`config.mk`:
```
export PLATFORM = sky130hd
export DESIGN_NAME = cacheline_adapter_flat
export DESIGN_NICKNAME = d
export VERILOG_FILES = /design/src/rtl/cacheline_adapter_pkg.sv /design/src/rtl/cacheline_adapter_if.sv /design/src/rtl/cacheline_adapter.sv /design/src/flat_wrapper.sv
export SDC_FILE = /design/constraint.sdc
export NUM_CORES = 1
export LEC_CHECK = 0
export BUFFER_PORTS_ARGS = -buffer_cell sky130_fd_sc_hd__buf_2
export CAP_MARGIN = 0
export CORE_MARGIN = 4
export CORE_UTILIZATION = 25
export CTS_CLUSTER_SIZE = 14
export DETAILED_ROUTE_END_ITERATION = 7
export REMOVE_ABC_BUFFERS = 1
export SETUP_SLACK_MARGIN = 0.15
export SYNTH_ARGS = -nofsm -noshare
export SYNTH_HDL_FRONTEND = slang
export SYNTH_SLANG_ARGS = --single-unit
```
`constraint.sdc`:
```
create_clock -name clk -period 5.2 [get_ports clk]
set_clock_uncertainty 0.2 [all_clocks]
set_input_delay 0 -clock clk [delete_from_list [all_inputs] [get_ports clk]]
set_output_delay 0 -clock clk [all_outputs]
set_load 0.02 [all_outputs]
```
`src/rtl/cacheline_adapter_pkg.sv`:
```
// Shared types and sizing for the cache-line to bmem burst adapter.
// The beat count is derived from the line and beat widths and cannot be overridden.
package cacheline_adapter_pkg;

  localparam int unsigned ADDR_W = 32;
  localparam int unsigned LINE_W = 256;
  localparam int unsigned BEAT_W = 64;
  localparam int unsigned BEATS  = LINE_W / BEAT_W;
  localparam int unsigned CNT_W  = $clog2(BEATS);
  localparam int unsigned OFFS_W = $clog2(LINE_W / 8);

  typedef enum logic [2:0] {
    IDLE,
    RD_REQ,
    RD_WAIT,
    WR_BURST,
    RESP
  } adapter_state_t;

  typedef logic [ADDR_W-1:0] addr_t;
  typedef logic [LINE_W-1:0] line_t;
  typedef logic [BEAT_W-1:0] beat_t;
  typedef logic [CNT_W-1:0]  cnt_t;

  // Clears the byte offset so every burst starts on a line boundary.
  function automatic addr_t line_base(input addr_t a);
    return {a[ADDR_W-1:OFFS_W], {OFFS_W{1'b0}}};
  endfunction

endpackage

```
`src/rtl/cacheline_adapter_if.sv`:
```
// Cache dfp port plus bmem burst port bundled together.
// slave is the adapter's view; master is the surrounding cache and memory.
interface cacheline_adapter_if;
  import cacheline_adapter_pkg::*;

  addr_t dfp_addr;
  logic  dfp_read;
  logic  dfp_write;
  line_t dfp_wdata;
  line_t dfp_rdata;
  logic  dfp_resp;

  addr_t bmem_addr;
  logic  bmem_read;
  logic  bmem_write;
  beat_t bmem_wdata;
  logic  bmem_ready;
  addr_t bmem_raddr;
  beat_t bmem_rdata;
  logic  bmem_rvalid;

  modport slave (
    input  dfp_addr, dfp_read, dfp_write, dfp_wdata,
    output dfp_rdata, dfp_resp,
    output bmem_addr, bmem_read, bmem_write, bmem_wdata,
    input  bmem_ready, bmem_raddr, bmem_rdata, bmem_rvalid
  );

  modport master (
    output dfp_addr, dfp_read, dfp_write, dfp_wdata,
    input  dfp_rdata, dfp_resp,
    input  bmem_addr, bmem_read, bmem_write, bmem_wdata,
    output bmem_ready, bmem_raddr, bmem_rdata, bmem_rvalid
  );

endinterface

```
`src/rtl/cacheline_adapter.sv`:
```
// Runs one cache line read or write as a 4-beat burst on bmem and returns a
// single-cycle completion pulse (with the assembled line on reads) to the cache.
module cacheline_adapter
  import cacheline_adapter_pkg::*;
(
  input  logic               clk,
  input  logic               rst,
  cacheline_adapter_if.slave bus
);

  adapter_state_t state_q, state_d;
  cnt_t           cnt_q,   cnt_d;
  addr_t          addr_q,  addr_d;
  line_t          wline_q, wline_d;
  line_t          rline_q, rline_d;

  logic last_beat_c;
  logic beat_hit_c;

  assign last_beat_c = (cnt_q == CNT_W'(BEATS - 1));
  // Beats tagged for another line are stray and must not be stored.
  assign beat_hit_c  = bus.bmem_rvalid && (bus.bmem_raddr == addr_q);

  always_ff @(posedge clk) begin
    if (rst) begin
      state_q <= IDLE;
      cnt_q   <= '0;
    end else begin
      state_q <= state_d;
      cnt_q   <= cnt_d;
    end
  end

  always_ff @(posedge clk) begin
    if (rst) begin
      addr_q  <= '0;
      wline_q <= '0;
      rline_q <= '0;
    end else begin
      addr_q  <= addr_d;
      wline_q <= wline_d;
      rline_q <= rline_d;
    end
  end

  // bmem_* come only from state and latched registers, never from dfp inputs.
  always_comb begin
    state_d = state_q;
    cnt_d   = cnt_q;
    addr_d  = addr_q;
    wline_d = wline_q;
    rline_d = rline_q;

    bus.bmem_addr  = '0;
    bus.bmem_read  = 1'b0;
    bus.bmem_write = 1'b0;
    bus.bmem_wdata = '0;
    bus.dfp_resp   = 1'b0;
    bus.dfp_rdata  = '0;

    unique case (state_q)
      IDLE: begin
        if (bus.dfp_write) begin
          addr_d  = line_base(bus.dfp_addr);
          wline_d = bus.dfp_wdata;
          cnt_d   = '0;
          state_d = WR_BURST;
        end else if (bus.dfp_read) begin
          addr_d  = line_base(bus.dfp_addr);
          state_d = RD_REQ;
        end
      end

      RD_REQ: begin
        bus.bmem_read = 1'b1;
        bus.bmem_addr = addr_q;
        if (bus.bmem_ready) begin
          cnt_d   = '0;
          state_d = RD_WAIT;
        end
      end

      RD_WAIT: begin
        if (beat_hit_c) begin
          rline_d[int'(cnt_q)*BEAT_W +: BEAT_W] = bus.bmem_rdata;
          cnt_d = CNT_W'(cnt_q + 1'b1);
          if (last_beat_c) begin
            state_d = RESP;
          end
        end
      end

      WR_BURST: begin
        bus.bmem_write = 1'b1;
        bus.bmem_addr  = addr_q;
        bus.bmem_wdata = wline_q[int'(cnt_q)*BEAT_W +: BEAT_W];
        if (bus.bmem_ready) begin
          cnt_d = CNT_W'(cnt_q + 1'b1);
          if (last_beat_c) begin
            state_d = RESP;
          end
        end
      end

      RESP: begin
        bus.dfp_resp  = 1'b1;
        bus.dfp_rdata = rline_q;
        state_d       = IDLE;
      end

      default: begin
        state_d = IDLE;
      end
    endcase
  end

endmodule
```
`src/flat_wrapper.sv`:
```
// flat-port wrapper written by rule: the top's interface ports become plain ports
module cacheline_adapter_flat import cacheline_adapter_pkg::*;
  (clk, rst, bus_dfp_addr, bus_dfp_read, bus_dfp_write, bus_dfp_wdata, bus_dfp_rdata, bus_dfp_resp, bus_bmem_addr, bus_bmem_read, bus_bmem_write, bus_bmem_wdata, bus_bmem_ready, bus_bmem_raddr, bus_bmem_rdata, bus_bmem_rvalid);
  cacheline_adapter_if bus_i ();
  input  logic clk;
  input  logic rst;
  input wire logic [$bits(bus_i.dfp_addr)-1:0] bus_dfp_addr;
  input wire logic [$bits(bus_i.dfp_read)-1:0] bus_dfp_read;
  input wire logic [$bits(bus_i.dfp_write)-1:0] bus_dfp_write;
  input wire logic [$bits(bus_i.dfp_wdata)-1:0] bus_dfp_wdata;
  output wire logic [$bits(bus_i.dfp_rdata)-1:0] bus_dfp_rdata;
  output wire logic [$bits(bus_i.dfp_resp)-1:0] bus_dfp_resp;
  output wire logic [$bits(bus_i.bmem_addr)-1:0] bus_bmem_addr;
  output wire logic [$bits(bus_i.bmem_read)-1:0] bus_bmem_read;
  output wire logic [$bits(bus_i.bmem_write)-1:0] bus_bmem_write;
  output wire logic [$bits(bus_i.bmem_wdata)-1:0] bus_bmem_wdata;
  input wire logic [$bits(bus_i.bmem_ready)-1:0] bus_bmem_ready;
  input wire logic [$bits(bus_i.bmem_raddr)-1:0] bus_bmem_raddr;
  input wire logic [$bits(bus_i.bmem_rdata)-1:0] bus_bmem_rdata;
  input wire logic [$bits(bus_i.bmem_rvalid)-1:0] bus_bmem_rvalid;
  assign bus_i.dfp_addr = bus_dfp_addr;
  assign bus_i.dfp_read = bus_dfp_read;
  assign bus_i.dfp_write = bus_dfp_write;
  assign bus_i.dfp_wdata = bus_dfp_wdata;
  assign bus_dfp_rdata = bus_i.dfp_rdata;
  assign bus_dfp_resp = bus_i.dfp_resp;
  assign bus_bmem_addr = bus_i.bmem_addr;
  assign bus_bmem_read = bus_i.bmem_read;
  assign bus_bmem_write = bus_i.bmem_write;
  assign bus_bmem_wdata = bus_i.bmem_wdata;
  assign bus_i.bmem_ready = bus_bmem_ready;
  assign bus_i.bmem_raddr = bus_bmem_raddr;
  assign bus_i.bmem_rdata = bus_bmem_rdata;
  assign bus_i.bmem_rvalid = bus_bmem_rvalid;
  cacheline_adapter u_core (.clk(clk), .rst(rst), .bus(bus_i));
endmodule
```
==> results.py <==
metrics = {
    "synth": {
        "ys_types": 35,
        "syn_avg_cell_area_sq_um": 8.11,
        "yosysWarnings": 0,
        "syn_area_sq_mm": 0.0242,
        "ys_seq_area_share_pct": 45.0,
        "yosys_register_bits": 544,
        "async_flop_share_pct": 0,
        "synth-main-ff-cell": "dfxtp_1",
        "synth_edf_count": 0,
        "synth_cells": 2981,
    },
    "cts": {
        "clock_sinks": 544,
        "cts.repair.resized": 0,
        "ctsRootBufferMaster": "clkbuf_16",
        "cts_tree": "built",
        "numCtsBuffers": 60,
        "clock_latency_ns": 0.64,
        "clockBufferDepth": 3,
        "htree_levels": 2,
        "post_cts_buffers": 0,
        "clkTransAtPathRegs_ns": 0.06,
    },
    "global_routing": {
        "use_met1_pct": 24.1,
        "met3_usage_pct": 4.89,
        "antenna_found_initial": 30,
        "grt_pass1_vias": 28608,
        "grt_max_degree": 129,
        "grt_usage_pct": 19.9,
        "busiest_layer": "met2",
        "grt_overflow": 0,
        "met2_usage_pct": 32.8,
        "grt_pass1_wl_mm": 164,
    },
    "timing": {
        "setup_violations": 0,
        "setup_tns_ns": 0,
        "hold_ws_ns": 0.00515,
        "maxSlewViolCount": 0,
        "fin_crit_ns": 3.82,
        "slew_headroom_pct": 20.9,
        "period_share_pct": 73.5,
        "tightest_slew_ns": 1.18,
        "fmax_ghz": 0.262,
        "rsz0062_at_grt": "no",
        "finalHoldViolations": 0,
    },
    "hold_path": {
        "worstHoldStart": "bus_bmem_raddr[16]",
        "hp-class": "input pin to flip-flop",
    },
    "final_layout": {
        "fin_nets": 4750,
        "areaGrowthSynthToFinish_pct": 62.5,
        "ff_latch_area_sq_mm": 0.0109,
        "stdcell_area_sq_mm": 0.0393,
        "nFillCells": 9006,
        "drive_above_1_share_pct": 21.8,
        "fin_util_pct": 41.2,
        "multi_input_area_sq_mm": 0.0121,
    },
    "setup_path": {
        "regToRegStartpoint": "u_core.cnt_q[0]$_SDFFE_PP0P_",
        "arrival_ns": 4.22,
        "endpoint_kind": "flip-flop",
        "crit_required_ns": 5.60,
        "startpoint_type": "flip-flop",
        "path_class": "flip-flop to flip-flop",
        "cp-startpoint": "u_core.cnt_q[0]$_SDFFE_PP0P_",
        "cp_max_fo": 33,
    },
    "placed_design": {
        "io_buffers": 734,
        "hpwl_mm": 60.5,
        "place_area_sq_mm": 0.0288,
        "gp_congestion": 0.843,
    },
    "route": {
        "ant_nets": 0,
        "vias": 28023,
        "drt_iter0_drc": 2395,
        "drc": 0,
        "dr.pass1.iters": 6,
        "finalWirelength_mm": 107,
        "via_per_inst": 4.92,
        "drt-wirelength-per-cell_microns": 18.8,
    },
    "floorplanning": {
        "design.core.area_sq_mm": 0.0954,
        "core.rowCount": 113,
        "io-pin-count": 745,
        "start_util_pct": 25.3,
        "die_x_microns": 319,
        "fp.dieH_microns": 319,
        "die_area_sq_mm": 0.102,
    },
    "power": {
        "p_leak_nw": 17.0,
        "power-per-cell-area_mw_per_mm2": 274,
        "ir_worst_vdd_v": 0.000227,
    },
    "run_status": {
        "status": "complete, no violations",
    },
    "job": {
        "drv_cap": 0,
    },
}
## synth_stat cells (all sizes together), types with 2 or more instances
cell | instances | share of area [%]
dfxtp | 544 | 45
nand2 | 573 | 8.9
a211oi | 2 | 0.062
buf | 56 | 1.3
and2 | 29 | 0.75
xor2 | 20 | 0.72
a21oi | 542 | 11
mux2i | 2 | 0.083
inv | 11 | 0.17
mux4 | 64 | 6.0
nor3 | 5 | 0.10
nor2b | 3 | 0.078
clkbuf | 242 | 3.8
nand3 | 260 | 5.4
nand2b | 257 | 6.7
xnor2 | 5 | 0.18
ha | 5 | 0.26
nor2 | 11 | 0.17
and3 | 321 | 8.3
o21ai | 6 | 0.12
nand4 | 2 | 0.078
nor4 | 12 | 0.41
## cells in the final DEF, fill, tap and decap left out, types with 6 or more instances in the layout
cell and count:
nor2_1 10, buf_2 733, and3_1 320, dfxtp_1 540
and2_1 29, nand2b_1 257, clkinv_2 6, xor2_1 20
dlygate4sd3_1 831, mux4_2 64, nand3_1 260, a21oi_1 542
buf_12 15, clkbuf_16 60, clkbuf_8 25, diode_2 25
o21ai_0 6, buf_4 26, inv_1 11, nand2_1 572
clkbuf_1 10
## area by class of cell
class / count / area share [%]
diodes: 25 / 0.159
clock buffers: 95 / 4.79
clock inverters: 14 / 0.484
inverters: 11 / 0.105
multi-input cells: 2132 / 30.9
flip-flops and latches: 544 / 27.8
well taps: 1265 / 4.03
repair buffers: 1606 / 31.8
## critical path, cell delays in order (launching register included)
cell	delay (ns)
dfxtp_4	0.72
inv_1	0.28
ha_1	0.40
inv_1	0.10
nor3_2	0.85
buf_12	0.30
nand3_1	0.11
a21oi_1	0.17
dlygate4sd3_1	0.57
## repair_timing
action,in CTS,in global routing
hold buffers,831,0
hold endpoints to repair,544,0
setup endpoints to repair,0,0
## layer usage
| metal | vias to the layer above | share of wire, % |
|---|---|---|
| met5 | - | 0.020 |
| met4 | 4 | 5.1 |
| met3 | 333 | 8.5 |
| met2 | 1463 | 47 |
| met1 | 13317 | 40 |
| li1 | 12906 | - |
## power by group
part,switching [mW],total [mW],internal (mW)
Sequential,0.151,4.51,4.36
Clock,1.84,4.42,2.58
Combinational,0.968,1.82,0.856
## cell families (layout without fill, tap and decap cells)
logic type / Yosys count / count (layout) / share of synthesized area, %
compound gates: 556 / 556 / 11.6
mux: 66 / 66 / 6.04
simple gates: 1475 / 1475 / 30.9
fa+ha+maj: 5 / 5 / 0.259
flops: 544 / 544 / 45.0
xor+xnor: 25 / 25 / 0.906
buf+inv: 309 / 1726 / 5.21
other cells: 1 / 30 / 0.0155
## worst paths after layout
path | end | slack (ns) | cells past startpoint
worst min-delay path | u_core.rline_q[121]$_SDFFE_PP0P_ | 0.005 | 7
worst max register to register | u_core.rline_q[155]$_SDFFE_PP0P_ | 1.38 | 8
worst max-delay path | u_core.rline_q[155]$_SDFFE_PP0P_ | 1.38 | 8
worst min register to register | u_core.wline_q[151]$_SDFFE_PP0P_ | 0.25 | 2
## registers in the layout, summed over array words and instances (netlist names)
register and count:
u_core.rline_q 256, u_core.addr_q 27, u_core.cnt_q 2, u_core.state_q 3, u_core.wline_q 256
## metrics by stage
stage | setup slack [ns] | cells | total power, mW
after floorplan | -10.50 | 2687 | 5.27
after global placement | 1.82 | 4727 | 5.76
after detailed placement | 1.81 | 4727 | 5.77
after CTS | 1.28 | 5667 | 10.8
after global routing | 1.07 | 5690 | 11.2
final | 1.38 | 5692 | 10.8
(Power assumes the default switching activity.)
